--- config.mk ---
export PLATFORM = sky130hd
export DESIGN_NAME = led_pulse_stretcher_flat
export DESIGN_NICKNAME = d
export VERILOG_FILES = /design/src/rtl/led_pkg.sv /design/src/rtl/led_pulse_stretcher_if.sv /design/src/rtl/led_hold_channel.sv /design/src/rtl/led_pulse_stretcher.sv /design/src/flat_wrapper.sv
export SDC_FILE = /design/constraint.sdc
export NUM_CORES = 1
export LEC_CHECK = 0
export ABC_AREA = 1
export CORE_ASPECT_RATIO = 0.9
export CORE_MARGIN = 2
export CORE_UTILIZATION = 47
export CTS_BUF_LIST = sky130_fd_sc_hd__clkbuf_4
export CTS_CLUSTER_DIAMETER = 150
export CTS_CLUSTER_SIZE = 24
export DETAILED_ROUTE_END_ITERATION = 10
export DONT_BUFFER_PORTS = 1
export PLACE_DENSITY_LB_ADDON = 0.12
export SLEW_MARGIN = 25
export SYNTH_ARGS = -nofsm -noshare
export SYNTH_HDL_FRONTEND = slang
export SYNTH_HIERARCHICAL = 1
export SYNTH_SLANG_ARGS = --single-unit
export TNS_END_PERCENT = 50
--- constraint.sdc ---
create_clock -name i_clk -period 2.85 [get_ports i_clk]
set_clock_uncertainty 0.2 [all_clocks]
set_input_delay 0.57 -clock i_clk [delete_from_list [all_inputs] [get_ports i_clk]]
set_output_delay 0.57 -clock i_clk [all_outputs]
set_load 0.01 [all_outputs]
--- src/rtl/led_pkg.sv ---
// led_pkg: shared definitions for the LED pulse stretcher.
//   - led_state_e   : per-channel FSM state encoding (2 bits)
//   - LED_MODE_*    : retrigger mode values carried on i_mode
//   - gap_cnt_width : width of the off-gap counter for a given gap length
`timescale 1ns/1ps
package led_pkg;

    typedef enum logic [1:0] {
        LED_IDLE = 2'd0,
        LED_HOLD = 2'd1,
        LED_GAP  = 2'd2
    } led_state_e;

    localparam logic LED_MODE_IGNORE  = 1'b0;
    localparam logic LED_MODE_RESTART = 1'b1;

    // The gap counter only has to hold GAP_CYC-1 down to 0. It keeps at
    // least one bit so the register still exists when the gap is disabled.
    function automatic int gap_cnt_width(input int gap_cyc);
        return (gap_cyc <= 2) ? 1 : $clog2(gap_cyc);
    endfunction

endpackage

--- src/rtl/led_pulse_stretcher_if.sv ---
// led_pulse_stretcher_if: groups the per-channel control and LED outputs
// of the pulse stretcher.
//   i_trigger  [N_CH]  : per-channel trigger
//   i_mode     [N_CH]  : per-channel retrigger mode (1 restart, 0 ignore)
//   i_hold_len [CNT_W] : shared hold length in cycles (0 behaves as 1)
//   i_duty     [PWM_W] : shared brightness
//   i_clear            : synchronous clear of all channels
//   o_active   [N_CH]  : channel is holding (not dimmed)
//   o_led      [N_CH]  : o_active gated by the PWM on-phase
// master drives the controls, slave is the stretcher itself.
`timescale 1ns/1ps
interface led_pulse_stretcher_if #(
    parameter int N_CH  = 4,
    parameter int CNT_W = 24,
    parameter int PWM_W = 8
);
    logic [N_CH-1:0]  i_trigger;
    logic [N_CH-1:0]  i_mode;
    logic [CNT_W-1:0] i_hold_len;
    logic [PWM_W-1:0] i_duty;
    logic             i_clear;
    logic [N_CH-1:0]  o_active;
    logic [N_CH-1:0]  o_led;

    modport master (
        output i_trigger, i_mode, i_hold_len, i_duty, i_clear,
        input  o_active, o_led
    );

    modport slave (
        input  i_trigger, i_mode, i_hold_len, i_duty, i_clear,
        output o_active, o_led
    );
endinterface

--- src/rtl/led_hold_channel.sv ---
// led_hold_channel: one stretcher channel. Turns a trigger into a hold of
// max(i_hold_len,1) cycles; a restart retrigger either reloads the hold
// directly (GAP_CYC=0) or inserts a GAP_CYC-cycle off-gap first.
//   i_clk, i_reset_n : clock, asynchronous active-low reset
//   i_trigger        : trigger for this channel
//   i_mode           : retrigger mode, sampled with the trigger
//   i_hold_len       : hold length, latched when a trigger is taken
//   i_clear          : synchronous clear, beats any same-cycle trigger
//   o_active         : registered "in HOLD" flag
`timescale 1ns/1ps
module led_hold_channel
    import led_pkg::*;
#(
    parameter int CNT_W   = 24,
    parameter int GAP_CYC = 0
) (
    input  logic             i_clk,
    input  logic             i_reset_n,
    input  logic             i_trigger,
    input  logic             i_mode,
    input  logic [CNT_W-1:0] i_hold_len,
    input  logic             i_clear,
    output logic             o_active
);
    localparam int GW = gap_cnt_width(GAP_CYC);
    localparam logic [GW-1:0] GAP_LOAD = GW'((GAP_CYC > 0) ? GAP_CYC - 1 : 0);

    led_state_e       state_q, state_d;
    logic [CNT_W-1:0] cnt_q, cnt_d;
    logic [GW-1:0]    gcnt_q, gcnt_d;
    logic [CNT_W-1:0] len_q, len_d;
    logic             active_q, active_d;
    logic [CNT_W-1:0] hold_l;
    logic             restart;

    always_ff @(posedge i_clk or negedge i_reset_n) begin
        if (!i_reset_n) begin
            state_q  <= LED_IDLE;
            cnt_q    <= '0;
            gcnt_q   <= '0;
            len_q    <= '0;
            active_q <= 1'b0;
        end else begin
            state_q  <= state_d;
            cnt_q    <= cnt_d;
            gcnt_q   <= gcnt_d;
            len_q    <= len_d;
            active_q <= active_d;
        end
    end

    always_comb begin
        state_d = state_q;
        cnt_d   = cnt_q;
        gcnt_d  = gcnt_q;
        len_d   = len_q;
        // A zero length would underflow the countdown, so it is promoted to 1.
        hold_l  = (i_hold_len == '0) ? CNT_W'(1) : i_hold_len;
        restart = i_trigger && (i_mode == LED_MODE_RESTART);

        if (i_clear) begin
            state_d = LED_IDLE;
            cnt_d   = '0;
            gcnt_d  = '0;
        end else begin
            case (state_q)
                LED_IDLE: begin
                    if (i_trigger) begin
                        state_d = LED_HOLD;
                        cnt_d   = hold_l - CNT_W'(1);
                        len_d   = hold_l;
                    end
                end
                LED_HOLD: begin
                    // Checked before expiry so a retrigger on the last
                    // cycle extends the pulse instead of dropping it.
                    if (restart) begin
                        len_d = hold_l;
                        if (GAP_CYC == 0) begin
                            cnt_d = hold_l - CNT_W'(1);
                        end else begin
                            state_d = LED_GAP;
                            gcnt_d  = GAP_LOAD;
                        end
                    end else if (cnt_q == '0) begin
                        state_d = LED_IDLE;
                    end else begin
                        cnt_d = cnt_q - CNT_W'(1);
                    end
                end
                LED_GAP: begin
                    if (gcnt_q == '0) begin
                        state_d = LED_HOLD;
                        cnt_d   = len_q - CNT_W'(1);
                    end else begin
                        gcnt_d = gcnt_q - GW'(1);
                    end
                end
                default: begin
                    state_d = LED_IDLE;
                end
            endcase
        end

        // Registered separately so o_active is a plain flop output.
        active_d = (state_d == LED_HOLD);
    end

    assign o_active = active_q;

endmodule

--- src/rtl/led_pulse_stretcher.sv ---
// led_pulse_stretcher: N_CH independent hold channels sharing one
// free-running PWM dimmer. Sits between the beat/accent generators and
// the board LED pins.
//   i_clk, i_reset_n : clock, asynchronous active-low reset
//   bus (slave)      : triggers/modes/hold length/duty/clear in,
//                      o_active and PWM-gated o_led out
`timescale 1ns/1ps
module led_pulse_stretcher
    import led_pkg::*;
#(
    parameter int N_CH    = 4,
    parameter int CNT_W   = 24,
    parameter int GAP_CYC = 0,
    parameter int PWM_W   = 8
) (
    input  logic                  i_clk,
    input  logic                  i_reset_n,
    led_pulse_stretcher_if.slave  bus
);
    logic [N_CH-1:0]  active_w;
    logic [PWM_W-1:0] pwm_cnt_q, pwm_cnt_d;
    logic             pwm_on_q, pwm_on_d;

    for (genvar gi = 0; gi < N_CH; gi++) begin : gen_ch
        led_hold_channel #(
            .CNT_W   (CNT_W),
            .GAP_CYC (GAP_CYC)
        ) u_ch (
            .i_clk      (i_clk),
            .i_reset_n  (i_reset_n),
            .i_trigger  (bus.i_trigger[gi]),
            .i_mode     (bus.i_mode[gi]),
            .i_hold_len (bus.i_hold_len),
            .i_clear    (bus.i_clear),
            .o_active   (active_w[gi])
        );
    end

    // The on-phase flag is computed against the next counter value so that
    // pwm_on_q always describes the pwm_cnt_q held alongside it. i_clear
    // deliberately leaves the PWM running.
    assign pwm_cnt_d = pwm_cnt_q + PWM_W'(1);
    assign pwm_on_d  = (bus.i_duty == '1) || (pwm_cnt_d < bus.i_duty);

    always_ff @(posedge i_clk or negedge i_reset_n) begin
        if (!i_reset_n) begin
            pwm_cnt_q <= '0;
            pwm_on_q  <= 1'b0;
        end else begin
            pwm_cnt_q <= pwm_cnt_d;
            pwm_on_q  <= pwm_on_d;
        end
    end

    assign bus.o_active = active_w;
    assign bus.o_led    = active_w & {N_CH{pwm_on_q}};

endmodule
--- src/flat_wrapper.sv ---
// flat-port wrapper written by rule: the top's interface ports become plain ports
module led_pulse_stretcher_flat import led_pkg::*;
#(
    parameter int N_CH    = 4,
    parameter int CNT_W   = 24,
    parameter int GAP_CYC = 0,
    parameter int PWM_W   = 8
)
  (i_clk, i_reset_n, bus_i_trigger, bus_i_mode, bus_i_hold_len, bus_i_duty, bus_i_clear, bus_o_active, bus_o_led);
  led_pulse_stretcher_if #(.N_CH(N_CH), .CNT_W(CNT_W), .PWM_W(PWM_W)) bus_i ();
  input  logic i_clk;
  input  logic i_reset_n;
  input wire logic [$bits(bus_i.i_trigger)-1:0] bus_i_trigger;
  input wire logic [$bits(bus_i.i_mode)-1:0] bus_i_mode;
  input wire logic [$bits(bus_i.i_hold_len)-1:0] bus_i_hold_len;
  input wire logic [$bits(bus_i.i_duty)-1:0] bus_i_duty;
  input wire logic [$bits(bus_i.i_clear)-1:0] bus_i_clear;
  output wire logic [$bits(bus_i.o_active)-1:0] bus_o_active;
  output wire logic [$bits(bus_i.o_led)-1:0] bus_o_led;
  assign bus_i.i_trigger = bus_i_trigger;
  assign bus_i.i_mode = bus_i_mode;
  assign bus_i.i_hold_len = bus_i_hold_len;
  assign bus_i.i_duty = bus_i_duty;
  assign bus_i.i_clear = bus_i_clear;
  assign bus_o_active = bus_i.o_active;
  assign bus_o_led = bus_i.o_led;
  led_pulse_stretcher #(.N_CH(N_CH), .CNT_W(CNT_W), .GAP_CYC(GAP_CYC), .PWM_W(PWM_W)) u_core (.i_clk(i_clk), .i_reset_n(i_reset_n), .bus(bus_i));
endmodule
==> out/metrics.cfg, run 1 <==
[final_layout]
drive_gt1_frac = 0.05963
final-seq-area_um2 = 5330
final_util = 0.5108
fillCellCount = 4053
nets = 3198
final_cells = 3646
final_cell_area_um2 = 19690
final_common_cell = nand2_1
layout_common_cells = nand2_1 (932), nor2_1 (511), inv_1 (376)
multiInputGateArea_um2 = 11340
areaGrowthSynthToFinish_pct = 6.852

[cts]
cts.path.max_buffers = 3
htree_num_levels = 1
cts.reportedPaths.clkPinSlew_ps = 280
cts-buffers-inserted = 12
root_buffer = clkbuf_4
clock-sinks = 213
clk_latency_ps = 780
cts_tree = built
post_cts_buffers = 0
cts_hold_buf = 32

[power]
ir_worst_vdd_v = 0.0004122
seqPwrFrac = 0.444
p_clk_frac = 0.134
p_per_area_nw_per_um2 = 480.7
combPwrFrac = 0.421
p_switching_mw = 4.453
power.internal_mw = 5.010
p_leak_nw = 9.850
switching_share = 0.4706

[global_route]
grt_pass1_vias = 18850
grt_pass1_wl_mm = 109.0
grt_max_degree = 214
grtUsageTotal = 0.3475
grt_overflow = 0
antenna_found_initial = 1

[timing]
finalHoldViolCount = 213
setup_viol = 0
fmax_ghz = 0.3700
relSlewSlack = 0.2882
rsz0062_at_grt = no
tightest_slew_ps = 1063
final.period_utilization = 0.9483
tns_ps = 0
finalMaxSlewViolations = 0
holdWs_ps = -772.0
final.min_clock_period_ps = 2703

[routing]
drtIter0Drc = 2233
wl_per_cell_um = 19.34
wl_mm = 70.50
vias_per_cell = 5.653
drt_pass1_iterations = 8
drc = 0
postRouteAntennaNets = 0
vias = 20610

[floorplan]
start_util = 0.4781
core-area_um2 = 38540
fp.dieH_um = 191.8
die_area_um2 = 40800
die_w_um = 212.7
io_pins = 51
rows = 68

[job]
drv_cap = 0

[setup_path]
critPathLaunchType = register
crit_path_end_kind = register
crit_fanout = 5
rr_worst_depth = 10
r2r_start = u_core/gen_ch[1].u_ch/cnt_q[0]
reg2reg_slack_ps = 150
crit_type = reg2reg
cp.required_ps = 3300
crit_arrival_ps = 3150
worst_r2r_endpoint = u_core/gen_ch[1].u_ch/state_q[1]

[logic_synthesis]
synth_cell_types = 48
syn_nets = 3145
synth_edf_count = 0
dominantRegCellSynth = dfrtp_1
ys_seq_elements = 213
synth_seq_area_share = 0.2893
syn_avg_cell_area_um2 = 6.010
syn_inst = 3066
synth-async-reset-ratio = 1.000
ys_warn_count = 6
synth_area_um2 = 18430

[placement]
dp_hpwl_mm = 50.15
portBuffers = 0
place_inst = 3598
gp_congestion = 0.9652
placed_cell_area_um2 = 19260

[hold_path]
hp-class = in2async

[run_status]
status = finished with violations
violations = negative hold slack

## cells by family (layout without fill, tap and decap cells)
kind of cell               Yosys count  count (layout)  synth area share
adders and majority gates           36              36           0.02445
xor gates and xnor gates            71              71           0.03375
muxes                                3               3          0.001833
other                                0               2                 0
and+or+nand+nor                   1885            1885            0.4320
DFF                                213             213            0.2893
AOI/OAI and AO/OA                  414             414            0.1235
buffers and inverters              444             497           0.09527
## metrics by stage
stage	setup WS [ps]	total power, mW	hold slack (ps)
floorplan	265.2	6.890	74.41
global placement	165.8	7.966	81.80
detailed placement	147.5	7.999	83.95
CTS	61.71	9.393	-808.7
global route	60.13	10.17	-804.3
finish	147.3	9.463	-772.0
## sequential cells by signal, indices dropped and copies added (netlist names)
name	cells
u_core/pwm_on_q	1
u_core/gen_ch.u_ch/o_active	4
u_core/gen_ch.u_ch/len_q	96
u_core/pwm_cnt_q	8
u_core/gen_ch.u_ch/cnt_q	96
u_core/gen_ch.u_ch/state_q	8
## power groups by stage
stage               Clock [mW]  Combinational (mW)  Sequential (mW)
finish                    1.27                3.99             4.21
global route              1.40                4.50             4.27
CTS                       1.31                3.90             4.18
detailed placement           0                3.77             4.23
global placement             0                3.74             4.23
floorplan                    0                2.89             4.00
## routing by layer
layer	share of wire	wire length, um	GRT usage
met1	0.44	31160	0.4911
met2	0.44	30710	0.5481
met3	0.087	6101	0.04889
met5	0	0	0
met4	0.036	2530	0.1095
## synth_stat cells (all sizes together) (5+ instances only)
master	number	share of area
nor2	545	0.12
nor3	22	0.0074
xnor2	8	0.0038
nand3	293	0.082
ha	36	0.024
inv	385	0.078
and2	6	0.0020
o21bai	9	0.0037
o21ai	263	0.074
dfrtp	213	0.29
o211ai	8	0.0033
clkbuf	26	0.0053
or2	5	0.0017
xor2	63	0.030
nand2	951	0.20
buf	30	0.011
o22ai	26	0.010
nand3b	9	0.0037
nand4	48	0.017
o21a	6	0.0024
a21oi	87	0.024
## how the worst max path moves through the flow
stage	start	to	depth (start not counted)
2_1_floorplan	bus_i_hold_len[8]	u_core/gen_ch[1].u_ch/cnt_q[22]	17
3_3_place_gp	bus_i_hold_len[8]	u_core/gen_ch[0].u_ch/cnt_q[22]	15
3_5_place_dp	bus_i_hold_len[4]	u_core/gen_ch[3].u_ch/cnt_q[6]	16
4_1_cts	u_core/gen_ch[1].u_ch/cnt_q[0]	u_core/gen_ch[1].u_ch/state_q[1]	10
5_1_grt	u_core/gen_ch[1].u_ch/cnt_q[0]	u_core/gen_ch[1].u_ch/state_q[1]	10
6_report	u_core/gen_ch[1].u_ch/cnt_q[0]	u_core/gen_ch[1].u_ch/state_q[1]	10
## critical path: stages, from the launching register on
cell and delay [ps]:
dfrtp_1 460, inv_1 110, ha_1 260, nand2_1 150, nor2_2 210, nand3_1 180, o21ai_0 210, o32ai_1 110
nand2_1 70, nor2_1 30, dlygate4sd3_1 580
## what timing repair did
action                                 in CTS  in global routing
endpoints found under the hold margin     409                213
setup endpoints to repair                   0                  2
resized for setup                           0                  2
## layout make-up
cell class	instances	share of cell area
multi-input combinational	2409	0.5762
timing repair buffer	95	0.04017
clock inverter	1	0.0002542
inverter	388	0.07404
tap	525	0.03337
sequential	213	0.2707
clock buffer	13	0.004957
antenna	2	0.0002542
No activity file was read; power rests on OpenSTA's default activity.
==> run 2, diff against run 1 <==
Settings changed: HOLD_SLACK_MARGIN from default to 0.03.
==> out/metrics.cfg, run 2 (synthesis results as in run 1) <==
[cts]
cts.reportedPaths.clkPinSlew_ps = 290  ; about the same
htree_num_levels = 1  ; unchanged
cts.path.max_buffers = 3  ; unchanged
clk_latency_ps = 790  ; about the same
post_cts_buffers = 0  ; unchanged
cts_tree = built
cts-buffers-inserted = 12  ; unchanged
root_buffer = clkbuf_4
clock-sinks = 213  ; unchanged

[setup_path]
path_common_cell = nor2_1
crit_type = reg2reg
crit_arrival_ps = 3160  ; about the same
crit_chain = nor2_1, nand2_1, nor2_1, nand3_1, o21ai_0, o32ai_1, nand2_1, nor2_1, dlygate4sd3_1
crit_path_end_kind = register
cp.required_ps = 3300  ; about the same
slowest_delay_ps = 580  ; about the same
critPathTopFamily = simple AND/OR/NAND/NOR gates
cp_num_buf_inv = 1  ; -1
critPathLaunchType = register
cp_slowest_cell = dlygate4sd3_1
crit_fanout = 5  ; unchanged

[global_route]
antenna_found_initial = 2  ; +1
grt_overflow = 0  ; unchanged
grt_pass1_vias = 18870  ; +0.12%
grtUsageTotal = 0.3471  ; -0.0004113
grt_pass1_wl_mm = 108.9  ; about the same
grt_max_degree = 214  ; unchanged

[hold_path]
hp-class = in2async

[final_layout]
layout_common_cells = nand2_1 (932), nor2_1 (511), inv_1 (376)
nets = 3207  ; +0.28%
areaGrowthSynthToFinish_pct = 7.409
final_util = 0.5135  ; +0.002662
drive_gt1_frac = 0.05946  ; -0.0001716
final_common_cell = nand2_1
reg_top3 = u_core/gen_ch.u_ch/cnt_q (96), u_core/gen_ch.u_ch/len_q (96)

[routing]
postRouteAntennaNets = 0  ; unchanged
vias_per_cell = 5.652  ; about the same
wl_per_cell_um = 19.32  ; about the same
drc = 0  ; unchanged
drt_pass1_iterations = 6  ; -2
wl_mm = 70.66  ; +0.22%
drtIter0Drc = 2461  ; +10%
vias = 20670  ; +0.28%

[power]
combPwrFrac = 0.422  ; about the same
p_per_area_nw_per_um2 = 479.0  ; -0.34%
ir_worst_vdd_v = 0.0004077  ; -1.1%
seqPwrFrac = 0.443  ; about the same
p_leak_nw = 9.912  ; +0.63%
p_switching_mw = 4.462  ; +0.19%
power.total_mw = 9.480  ; +0.18%
p_clk_frac = 0.135  ; about the same
power.internal_mw = 5.019  ; +0.18%
switching_share = 0.4706  ; about the same

[run_status]
violations = negative hold slack
status = finished with violations

[timing]
finalMaxSlewViolations = 0  ; unchanged
rsz0062_at_grt = no
final.period_utilization = 0.9512  ; +0.002900
fmax_ghz = 0.3689  ; -0.30%
relSlewSlack = 0.3004  ; +0.01215
finalHoldViolCount = 213  ; unchanged
setup_slack_ps = 139.1  ; -8.265 ps
tns_ps = 0  ; unchanged
tightest_slew_ps = 1045  ; -18.14 ps
holdWs_ps = -787.9  ; -15.90 ps
setup_viol = 0  ; unchanged
final.min_clock_period_ps = 2711  ; +8.265 ps

[floorplan]
start_util = 0.4781  ; unchanged
fp.dieH_um = 191.8  ; unchanged
io_pins = 51  ; unchanged
die_area_um2 = 40800  ; unchanged
rows = 68  ; unchanged
core-area_um2 = 38540  ; unchanged
die_w_um = 212.7  ; unchanged

[job]
drv_cap = 0  ; unchanged

[placement]
post-place-ws_ps = 147.5  ; unchanged
dp_hpwl_mm = 50.15  ; unchanged
portBuffers = 0  ; unchanged
gp_congestion = 0.9652  ; unchanged

==> run 2: cell types whose count changed in the layout (fill, tap and decap cells not counted), sizes merged <==
cell / before / now
dlygate4sd3: 30 / 36
dlymetal6s4s: 1 / 4
diode: 2 / 4
==> run 2: power groups by stage <==
stage	logic [mW]	clock network, mW	registers (mW)
after floorplan	2.89	0	4.00
after global placement	3.74	0	4.23
after detailed placement	3.77	0	4.23
after CTS	3.91	1.31	4.18
after global routing	4.51	1.40	4.27
final	4.00	1.28	4.20
==> run 2: through the flow <==
step	cells	cell area [um^2]
floorplan	3066	18430
detailed placement	3598	19260
CTS	3651	19750
global route	3655	19790
global placement	3598	19260
finish	3657	19790
==> run 2: final cells by class <==
type | count | area, um^2
fillers | 4042 | 18750
multi-input cells | 2409 | 11340
flip-flops and latches | 213 | 5330
inverters | 388 | 1458
repair buffers | 104 | 888.4
well taps | 525 | 656.9
clock buffers | 13 | 97.59
diodes | 4 | 10.01
clock inverters | 1 | 5.005
==> run 2: worst paths after layout <==
| check | startpoint | end | slack (ps) | depth (start not counted) |
|---|---|---|---|---|
| hold reg to reg | u_core/pwm_cnt_q[7] | u_core/pwm_cnt_q[7] | 280 | 1 |
| setup reg to reg | u_core/gen_ch[1].u_ch/cnt_q[14] | u_core/gen_ch[1].u_ch/state_q[1] | 140 | 9 |
| max in group asynchronous | i_reset_n | u_core/gen_ch[2].u_ch/len_q[12] | 2920 | 0 |
| min in group i_clk | bus_i_hold_len[1] | u_core/gen_ch[2].u_ch/len_q[0] | 50 | 7 |
| setup / recovery | u_core/gen_ch[1].u_ch/cnt_q[14] | u_core/gen_ch[1].u_ch/state_q[1] | 140 | 9 |
| hold / removal | i_reset_n | u_core/gen_ch[1].u_ch/cnt_q[19] | -790 | 0 |
==> run 2: layer usage <==
metal | GRT usage | wire length, um | up-vias
met5 | 0 | 0 | -
met4 | 0.1070 | 2589 | 0
met3 | 0.04218 | 6143 | 169
met2 | 0.5480 | 30540 | 999
met1 | 0.4951 | 31380 | 9612
li1 | - | - | 9889
==> run 2: repair_timing <==
item	4_1_cts	5_1_grt
endpoints found under the hold margin	415	215
setup endpoints to repair	0	18
resized for setup	0	5
hold buffers	39	2
